**src/rtl/adc_spi_responder.sv**
```systemverilog
// adc_spi_responder: SPI responder that stands in for the preamp gain register
// and the dual-channel ADC frame on the acquisition SPI bus. Every SPI input is
// oversampled in the clk domain. Nothing in this block is clocked by SPI_SCK.
//
// Optional feature macro: ADC_RESP_RAMP_EN. When it is defined, the samples
// come from an internal ramp instead of the sample_a/sample_b ports.
//
// Ports:
//   clk, rst           system clock; asynchronous active-low reset
//   SPI_SCK, SPI_MOSI  SPI clock and preamp gain data (MSB first)
//   AMP_CS             preamp chip select, active-low
//   AMP_SHDN           preamp shutdown, active-high
//   AD_CONV            conversion start, taken on the rising edge
//   sample_a/_b        channel A/B samples, two's complement
//   AMP_DOUT           echo of the previous gain word, MSB first
//   AD_DOUT            ADC serial frame data
//   gain_a/_b          latched gain codes
//   gain_valid         one-clk pulse when a new gain word is latched
//   conv_count         number of completed ADC frames (wraps)
//   frame_err          one-clk pulse on a short or aborted frame
module adc_spi_responder #(
   parameter int unsigned SYNC_STAGES = 2,
   parameter int unsigned DATA_W      = 14,
   parameter int unsigned RAMP_STEP   = 16
) (
   input  logic              clk,
   input  logic              rst,
   input  logic              SPI_SCK,
   input  logic              SPI_MOSI,
   input  logic              AMP_CS,
   input  logic              AMP_SHDN,
   input  logic              AD_CONV,
   input  logic [DATA_W-1:0] sample_a,
   input  logic [DATA_W-1:0] sample_b,
   output logic              AMP_DOUT,
   output logic              AD_DOUT,
   output logic [3:0]        gain_a,
   output logic [3:0]        gain_b,
   output logic              gain_valid,
   output logic [15:0]       conv_count,
   output logic              frame_err
);

   localparam int unsigned FRAME_LEN = 2 * DATA_W + 6;
   localparam int unsigned FCNT_W    = $clog2(FRAME_LEN + 1);
   // Bit order of the synchronized bundle: {shdn, conv, cs, mosi, sck}.
   // CS idles high, so its synchronizer stages reset to 1.
   localparam logic [SYNC_STAGES-1:0][4:0] SYNC_RST = {SYNC_STAGES{5'b00100}};

   if (SYNC_STAGES < 2) begin : g_bad_sync
      $error("SYNC_STAGES must be at least 2");
   end
   if (RAMP_STEP == 0) begin : g_bad_step
      $error("RAMP_STEP must be nonzero");
   end

   typedef enum logic {AMP_IDLE, AMP_SHIFT} amp_state_t;
   typedef enum logic {ADC_IDLE, ADC_FRAME} adc_state_t;

   // Input synchronizers and edge detection
   logic [SYNC_STAGES-1:0][4:0] sync_q;
   logic sck_s, mosi_s, cs_s, conv_s, shdn_s;
   logic sck_q, cs_q, conv_q;
   logic sck_rise, sck_fall, conv_rise, cs_fall, cs_rise;

   always_ff @(posedge clk or negedge rst) begin
      if (!rst) begin
         sync_q <= SYNC_RST;
         sck_q  <= 1'b0;
         cs_q   <= 1'b1;
         conv_q <= 1'b0;
      end else begin
         sync_q <= {sync_q[SYNC_STAGES-2:0], {AMP_SHDN, AD_CONV, AMP_CS, SPI_MOSI, SPI_SCK}};
         sck_q  <= sck_s;
         cs_q   <= cs_s;
         conv_q <= conv_s;
      end
   end

   assign {shdn_s, conv_s, cs_s, mosi_s, sck_s} = sync_q[SYNC_STAGES-1];
   assign sck_rise  =  sck_s  & ~sck_q;
   assign sck_fall  = ~sck_s  &  sck_q;
   assign conv_rise =  conv_s & ~conv_q;
   assign cs_fall   = ~cs_s   &  cs_q;
   assign cs_rise   =  cs_s   & ~cs_q;

   // Preamp gain register FSM
   amp_state_t amp_state, amp_state_nxt;
   logic [7:0] shift_in, shift_in_nxt, shift_out, shift_out_nxt;
   logic [3:0] bit_cnt, bit_cnt_nxt;
   logic [3:0] gain_a_nxt, gain_b_nxt;
   logic       amp_dout_nxt, gain_valid_nxt, amp_err;

   always_comb begin
      amp_state_nxt  = amp_state;
      shift_in_nxt   = shift_in;
      shift_out_nxt  = shift_out;
      bit_cnt_nxt    = bit_cnt;
      gain_a_nxt     = gain_a;
      gain_b_nxt     = gain_b;
      amp_dout_nxt   = AMP_DOUT;
      gain_valid_nxt = 1'b0;
      amp_err        = 1'b0;
      if (shdn_s) begin
         amp_state_nxt = AMP_IDLE;
         gain_a_nxt    = 4'd0;
         gain_b_nxt    = 4'd0;
         amp_dout_nxt  = 1'b0;
      end else begin
         case (amp_state)
            AMP_IDLE: begin
               if (cs_fall) begin
                  shift_out_nxt = {gain_b, gain_a};
                  shift_in_nxt  = 8'd0;
                  bit_cnt_nxt   = 4'd0;
                  amp_dout_nxt  = gain_b[3];
                  amp_state_nxt = AMP_SHIFT;
               end
            end
            AMP_SHIFT: begin
               if (cs_rise) begin
                  if (bit_cnt == 4'd8) begin
                     gain_b_nxt     = shift_in[7:4];
                     gain_a_nxt     = shift_in[3:0];
                     gain_valid_nxt = 1'b1;
                  end else begin
                     amp_err = 1'b1;
                  end
                  amp_dout_nxt  = 1'b0;
                  amp_state_nxt = AMP_IDLE;
               end else begin
                  if (sck_rise) begin
                     shift_in_nxt = {shift_in[6:0], mosi_s};
                     if (bit_cnt != 4'd15) bit_cnt_nxt = bit_cnt + 4'd1;
                  end
                  if (sck_fall) begin
                     shift_out_nxt = {shift_out[6:0], 1'b0};
                     amp_dout_nxt  = shift_out[6];
                  end
               end
            end
            default: amp_state_nxt = AMP_IDLE;
         endcase
      end
   end

   // Sample source: ports, or the internal ramp (B is the negated ramp)
   logic [DATA_W-1:0] src_a, src_b, lat_a, lat_b;
   logic              frame_done;
`ifdef ADC_RESP_RAMP_EN
   logic [DATA_W-1:0] ramp;

   always_ff @(posedge clk or negedge rst) begin
      if (!rst)            ramp <= '0;
      else if (frame_done) ramp <= ramp + DATA_W'(RAMP_STEP);
   end

   assign src_a = ramp;
   assign src_b = DATA_W'(-ramp);
`else
   assign src_a = sample_a;
   assign src_b = sample_b;
`endif
   assign lat_a = shdn_s ? '0 : src_a;
   assign lat_b = shdn_s ? '0 : src_b;

   // ADC frame FSM. The frame shifter holds {00, A, 00, B, 00}, so each
   // counted SCK fall presents the next bit MSB first.
   adc_state_t adc_state, adc_state_nxt;
   logic [FCNT_W-1:0]    fall_cnt, fall_cnt_nxt;
   logic [FRAME_LEN-1:0] frame_sr, frame_sr_nxt;
   logic [15:0]          conv_count_nxt;
   logic                 ad_dout_nxt, adc_err;

   always_comb begin
      adc_state_nxt  = adc_state;
      fall_cnt_nxt   = fall_cnt;
      frame_sr_nxt   = frame_sr;
      conv_count_nxt = conv_count;
      ad_dout_nxt    = AD_DOUT;
      adc_err        = 1'b0;
      frame_done     = 1'b0;
      if (conv_rise) begin
         adc_err       = (adc_state == ADC_FRAME);
         frame_sr_nxt  = {2'b00, lat_a, 2'b00, lat_b, 2'b00};
         fall_cnt_nxt  = '0;
         ad_dout_nxt   = 1'b0;
         adc_state_nxt = ADC_FRAME;
      end else begin
         case (adc_state)
            ADC_IDLE: ;
            ADC_FRAME: begin
               // SCK activity while the preamp is selected belongs to the preamp.
               if (sck_fall && cs_s) begin
                  ad_dout_nxt  = frame_sr[FRAME_LEN-1];
                  frame_sr_nxt = {frame_sr[FRAME_LEN-2:0], 1'b0};
                  fall_cnt_nxt = fall_cnt + FCNT_W'(1);
                  if (fall_cnt_nxt == FCNT_W'(FRAME_LEN)) begin
                     conv_count_nxt = conv_count + 16'd1;
                     ad_dout_nxt    = 1'b0;
                     frame_done     = 1'b1;
                     adc_state_nxt  = ADC_IDLE;
                  end
               end
            end
            default: adc_state_nxt = ADC_IDLE;
         endcase
      end
   end

   // State and output registers
   always_ff @(posedge clk or negedge rst) begin
      if (!rst) begin
         amp_state  <= AMP_IDLE;
         shift_in   <= 8'd0;
         shift_out  <= 8'd0;
         bit_cnt    <= 4'd0;
         gain_a     <= 4'd0;
         gain_b     <= 4'd0;
         AMP_DOUT   <= 1'b0;
         gain_valid <= 1'b0;
         adc_state  <= ADC_IDLE;
         fall_cnt   <= '0;
         frame_sr   <= '0;
         conv_count <= 16'd0;
         AD_DOUT    <= 1'b0;
         frame_err  <= 1'b0;
      end else begin
         amp_state  <= amp_state_nxt;
         shift_in   <= shift_in_nxt;
         shift_out  <= shift_out_nxt;
         bit_cnt    <= bit_cnt_nxt;
         gain_a     <= gain_a_nxt;
         gain_b     <= gain_b_nxt;
         AMP_DOUT   <= amp_dout_nxt;
         gain_valid <= gain_valid_nxt;
         adc_state  <= adc_state_nxt;
         fall_cnt   <= fall_cnt_nxt;
         frame_sr   <= frame_sr_nxt;
         conv_count <= conv_count_nxt;
         AD_DOUT    <= ad_dout_nxt;
         frame_err  <= amp_err | adc_err;
      end
   end

endmodule

```
**config.mk**
```make
export PLATFORM = sky130hd
export DESIGN_NAME = adc_spi_responder
export DESIGN_NICKNAME = d
export VERILOG_FILES = /design/src/rtl/adc_spi_responder.sv
export SDC_FILE = /design/constraint.sdc
export NUM_CORES = 1
export LEC_CHECK = 0
export ABC_AREA = 1
export CORE_MARGIN = 5
export CORE_UTILIZATION = 45
export DETAILED_ROUTE_END_ITERATION = 16
export PLACE_DENSITY = 0.78
export RECOVER_POWER = 25
export SLEW_MARGIN = 25
export SYNTH_ARGS = -nofsm -noshare
export SYNTH_HDL_FRONTEND = slang
export SYNTH_SLANG_ARGS = --single-unit
```
**constraint.sdc**
```tcl
create_clock -name clk -period 2.2 [get_ports clk]
set_clock_uncertainty 0.1 [all_clocks]
set_input_delay 0.44 -clock clk [delete_from_list [all_inputs] [get_ports clk]]
set_output_delay 0.44 -clock clk [all_outputs]
set_load 0.05 [all_outputs]
```
==> results of run 1 <==
## through the flow
step / cells / setup slack, ns / instance area (um2) / total power (W)
floorplan: 569 / 0.303 / 4710 / 0.00237
global placement: 751 / 0.401 / 5470 / 0.00253
detailed placement: 751 / 0.313 / 5470 / 0.00256
CTS: 768 / 0.00506 / 5690 / 0.00386
global route: 768 / 0.00742 / 5730 / 0.00404
finish: 768 / 0.0754 / 5730 / 0.00383
## sequential cells by signal (all words and copies together) (netlist names), 4 cells and up
name / cells
bit_cnt: 4
conv_count: 16
fall_cnt: 6
frame_sr: 32
gain_a: 4
gain_b: 4
shift_in: 8
shift_out: 7
sync_q: 5
## area by class of cell
type	count	area (um2)	share of cell area
sequential	100	2510	0.438
multi-input combinational	348	1720	0.300
timing repair buffer	73	756	0.132
inverter	95	357	0.0623
tap	136	170	0.0297
clock buffer	10	128	0.0223
clock inverter	6	95.1	0.0166
## path summary, 6_finish.rpt
kind	startpoint	to	slack (ns)	depth (start not counted)
max	gain_b[2]	gain_b[2]	0.08	1
min	sync_q[3]	conv_s	0.26	0
max reg2reg	cs_q	shift_out[5]	0.33	6
min reg2reg	sync_q[3]	conv_s	0.26	0
max in group asynchronous	rst	fall_cnt[1]	0.54	3
min in group asynchronous	rst	gain_valid	0.68	2
## per-layer routing
metal / wire length (um) / up-vias / part of all wire / track usage
met5: 0 / - / 0 / 0
met4: 91 / 0 / 0.0090 / 0.0537
met3: 498 / 10 / 0.049 / 0.0485
met2: 5000 / 108 / 0.49 / 0.280
met1: 4540 / 1903 / 0.45 / 0.221
li1: - / 1956 / - / -
## cells by family (layout without fill, tap and decap cells)
group / Yosys count / count (layout) / share of synthesized area
adders and majority gates: 5 / 5 / 0.0133
AOI/OAI and AO/OA: 104 / 104 / 0.119
and+or+nand+nor: 236 / 236 / 0.223
xor gates and xnor gates: 3 / 3 / 0.00558
buffers and inverters: 121 / 184 / 0.106
DFF: 100 / 100 / 0.533
## synthesized netlist by cell type (2+ instances only)
library cell and count:
nand2_1 114, nand4_1 18, nor2_1 28, nor2_2 2
buf_4 7, a31oi_1 6, a21oi_1 4, nand3_1 66
nor3_1 2, o22ai_1 16, o21ai_1 14, clkbuf_1 9
inv_2 4, nor2_4 2, inv_1 90, buf_2 8
dfrtp_1 97, ha_1 5, o21ai_0 60, dfstp_2 3
xor2_1 2
## repair_timing
| item | 4_1_cts | 5_1_grt |
|---|---|---|
| endpoints found under the setup margin | 4 | 14 |
| gates resized for setup | 4 | 14 |
| hold buffers | 1 | 0 |
| pin swaps | 0 | 0 |
| endpoints found under the hold margin | 33 | 0 |
| cloned | 0 | 0 |
## power by group through the flow
stage / Clock, W / Sequential (W) / Combinational [W]
finish: 0.00131 / 0.00205 / 0.000465
global route: 0.00142 / 0.00207 / 0.000542
CTS: 0.00133 / 0.00206 / 0.000474
detailed placement: 0 / 0.00209 / 0.000471
global placement: 0 / 0.00208 / 0.000449
floorplan: 0 / 0.00208 / 0.000294
==> metrics.txt, run 1 <==
most area-hungry cell type in the Yosys netlist=dfrtp_1; Critical Path End Type=output port; outcome=finished, final reports clean; fill count=between 900 and 1000; Initial Util=0.458; Seq pwr share=0.537; fin. max-slew vios=0; WL/cell=13.2 um; EDFF count, synth=0; CTS tree=done; critical path startpoint category=register; gr ovfl total=0; first-pass GRT wire length=18.1 mm; worst rel slew slack=0.325; CTS Buf Count=9; CP max-delay cell=clkdlybuf4s50_1; RSZ-0062 raised after global routing=false; Core Util, Final=0.557; fmax=0.471 GHz; most common cell after layout, fill and taps aside=nand2_1; GP Congestion=about 0.83; Most used DFF post-synth=dfrtp_1; internal power=0.00283 W; critical path type=register to output port; delay-heaviest family, CP=buffers and inverters; synthesized netlist net count=609; Area contributors post-synth=dfrtp_1 (52%), nand2_1 (9.1%), inv_1 (7.2%), nand3_1 (7.0%), o21ai_0 (6.4%); CP required=1.66 ns; Synth Area per Inst=about 8.3 um2; core area=10300 um2; layout cell share with drive strength beyond 1=0.0633; Async SR Flop Fraction=1.00; PwrDens=668 nW/um2; Worst Path Arrival=~1.6 ns; Layout area overhead=21.7%; via/cell ratio=5.18; H-tree depth=3; DRT Pass-1 Iters=6; Yosys cell types=33; die area=12600 um2; hold crit path type=register to register; Total Routing Usage GR=0.171; clock root cell=clkbuf_8; Synth top area share=0.516; Total Wirelength=10.1 mm; Static Leak=2.77 nW; critical-path maximum fanout=3; # clock sinks=100; Cells after Synth=569; setup violators final=0; slowest stage delay, CP=0.82 ns; maximum VDD drop=0.400 mV; hold_ws=~0.26 ns; Final min period=2.12 ns; worst skew pair latency=0.36 ns; Port Buffers=62; worst-margin pin slew=1.01 ns; combinational group share of total power=0.122; Die X=about 110 um; IO Count=63; Buf+Inv Stages, Crit Path=1; final worst path period share=0.966; clock-pin slew on the worst setup and hold paths=0.11 ns; Inserted Diodes=0; sw frac=0.261; Hold Fails Final Rpt=0; setup TNS=0 ns; hpwl dp=7.31 mm; P_sw=approximately 0.0010 W; Max-Cap Viols=0; most frequent cells in the layout=nand2_1 (114), dfrtp_1 (97), inv_1 (90); Nets=~670; Ys Warns=0; pin count of the biggest net entering global routing=67; crit-path cells=clkdlybuf4s50_1; DRT antenna net count=0; buffer levels on the longest clock path=2; die span in y=between 100 and 150 um; initial antenna violation count=0; Synth Cell Area=4710 um2; clock power share=0.342; sequential share of the synthesized area=0.533; DR vias=3977; DR iter-0 viols=166; Rows=37; flops & latches, synth=100; setup bufs post-CTS=0; # DRC=0; vias in the first global route=4100
Note: power is estimated with default switching activity, not from simulation.
==> run 2: changes to the inputs <==
- GPL_TIMING_DRIVEN: default -> 1
- MAX_ROUTING_LAYER: default -> met4
- SLEW_MARGIN: 25 -> 20
==> metrics.txt, run 2 (synthesis gave the netlist of run 1 again) <==
critical path type=register to output port (unchanged); most flop-heavy register=frame_sr (unchanged); CTS tree=done (unchanged); Hold Fails Final Rpt=0 (unchanged); Port Buffers=62 (unchanged); critical-path maximum fanout=3 (unchanged); # clock sinks=100 (unchanged); gr ovfl total=0 (unchanged); Setup crit start=conv_count[15] (was gain_b[2]); via/cell ratio=5.17 (was 5.18); Inserted Diodes=0 (unchanged); Total Routing Usage GR=0.177 (was 0.171); Initial Util=0.458 (unchanged); IO Count=63 (unchanged); critical path startpoint category=register (unchanged); clock root cell=clkbuf_8 (unchanged); fmax=0.473 GHz (was 0.471 GHz); Layout area overhead=21.7% (unchanged); buffer levels on the longest clock path=2 (unchanged); P_sw=0.000992 W (was 0.000998 W); WL/cell=13.2 um (about the same); Final min period=2.11 ns (was 2.12 ns); max reg flops=32 (unchanged); DR vias=3968 (was 3977); delay-heaviest family, CP=buffers and inverters (unchanged); crit-path cells=clkdlybuf4s50_1 (unchanged); DRT Pass-1 Iters=5 (was 6); Max-Cap Viols=0 (unchanged); reg2reg end=conv_count[6] (was shift_out[5]); Buf+Inv Stages, Crit Path=1 (unchanged); clock power share=0.341 (was 0.342); vias in the first global route=4102 (was 4100); clock-pin slew on the worst setup and hold paths=0.10 ns (was 0.11 ns); RSZ-0062 raised after global routing=false (unchanged); most frequent cells in the layout=nand2_1 (114), dfrtp_1 (97), inv_1 (90) (unchanged); most common cell after layout, fill and taps aside=nand2_1 (unchanged); top flop regs=frame_sr x32, conv_count x16, shift_in x8 (unchanged); internal power=0.00283 W (about the same); fin. max-slew vios=0 (unchanged); worst rel slew slack=0.324 (was 0.325); Total Wirelength=10.1 mm (about the same); RR Startpoint=fall_cnt[0] (was cs_q); DRT antenna net count=0 (unchanged); CP required=1.66 ns (about the same); CTS Buf Count=9 (unchanged); CP max-delay cell=clkdlybuf4s50_1 (unchanged); worst-margin pin slew=1.01 ns (about the same); pin count of the biggest net entering global routing=67 (unchanged); Rows=37 (unchanged); die area=12600 um2 (unchanged); Worst Path Arrival=1.57 ns (was 1.58 ns); die span in y=112 um (unchanged); Die X=112 um (unchanged); initial antenna violation count=0 (unchanged); hpwl dp=7.31 mm (unchanged); cell depth of the worst setup path=1 (unchanged); # DRC=0 (unchanged); Seq pwr share=0.537 (about the same); placed cell areas=5470 um2 (unchanged); GP Congestion=0.845 (was 0.832); first-pass GRT wire length=18.1 mm (about the same); setup bufs post-CTS=0 (unchanged); setup violators final=0 (unchanged); H-tree depth=3 (unchanged); setup TNS=0 ns (unchanged); PwrDens=667 nW/um2 (was 668 nW/um2); depth of the worst register-to-register path=10 (was 6); sw frac=0.260 (was 0.261); worst setup path endpoint=conv_count[15] (was gain_b[2]); hold crit path type=register to register (unchanged); outcome=finished, final reports clean (unchanged); combinational group share of total power=0.122 (about the same); worst skew pair latency=0.36 ns (about the same); Nets=667 (unchanged); HP Start=sync_q[3] (unchanged); Critical Path End Type=output port (unchanged); final worst path period share=0.960 (was 0.966); DR iter-0 viols=179 (was 166); slowest stage delay, CP=0.82 ns (about the same); layout cell share with drive strength beyond 1=0.0633 (unchanged); finished layout cell area=5730 um2 (unchanged); fill count=972 (unchanged); Static Leak=2.77 nW (unchanged); maximum VDD drop=0.393 mV (was 0.400 mV); core area=10300 um2 (unchanged); Worst R2R Setup Slack=0.32 ns (was 0.33 ns)
## run 2: worst min path at each step
stage | endpoint | slack (ns) | depth (start not counted)
floorplan | AD_DOUT | 0.04 | 0
global placement | conv_s | 0.24 | 0
detailed placement | sck_s | 0.24 | 0
CTS | conv_s | 0.26 | 0
global route | conv_s | 0.27 | 0
finish | conv_s | 0.26 | 0
## run 2: area by class of cell
class / instances / area (um2) / share of cell area
flip-flops and latches: 100 / 2510 / 0.438
multi-input cells: 348 / 1720 / 0.300
clock inverters: 6 / 95.1 / 0.0166
well taps: 136 / 170 / 0.0297
clock buffers: 10 / 128 / 0.0223
inverters: 95 / 357 / 0.0623
repair buffers: 73 / 756 / 0.132
## run 2: layer usage
layer / share of wire / GRT usage / vias to the layer above
li1: - / - / 1955
met5: 0 / - / -
met2: 0.49 / 0.280 / 113
met3: 0.050 / 0.0453 / 10
met1: 0.45 / 0.224 / 1890
met4: 0.0097 / 0.0537 / 0
## run 2: what timing repair did
item                                    4_1_cts  5_1_grt
cloned                                        0        0
hold buffers                                  1        0
hold endpoints to repair                     33        0
resized for setup                             4       14
endpoints found under the setup margin        4       14
## run 2: power groups by stage
| stage | Sequential, W | Combinational [W] | Clock [W] |
|---|---|---|---|
| after floorplan | 0.00208 | 0.000294 | 0 |
| after global placement | 0.00208 | 0.000449 | 0 |
| after detailed placement | 0.00209 | 0.000471 | 0 |
| after CTS | 0.00206 | 0.000474 | 0.00133 |
| after global routing | 0.00207 | 0.000542 | 0.00142 |
| final | 0.00205 | 0.000464 | 0.00130 |
## run 2: through the flow
step,utilization,power [W],setup slack [ns],hold slack (ns),cells
CTS,0.554,0.00386,0.00506,0.258,768
floorplan,-,0.00237,0.303,0.0444,569
global route,0.557,0.00404,0.00738,0.273,768
finish,0.557,0.00382,0.0871,0.258,768
detailed placement,0.532,0.00256,0.313,0.236,751
global placement,0.532,0.00253,0.401,0.238,751
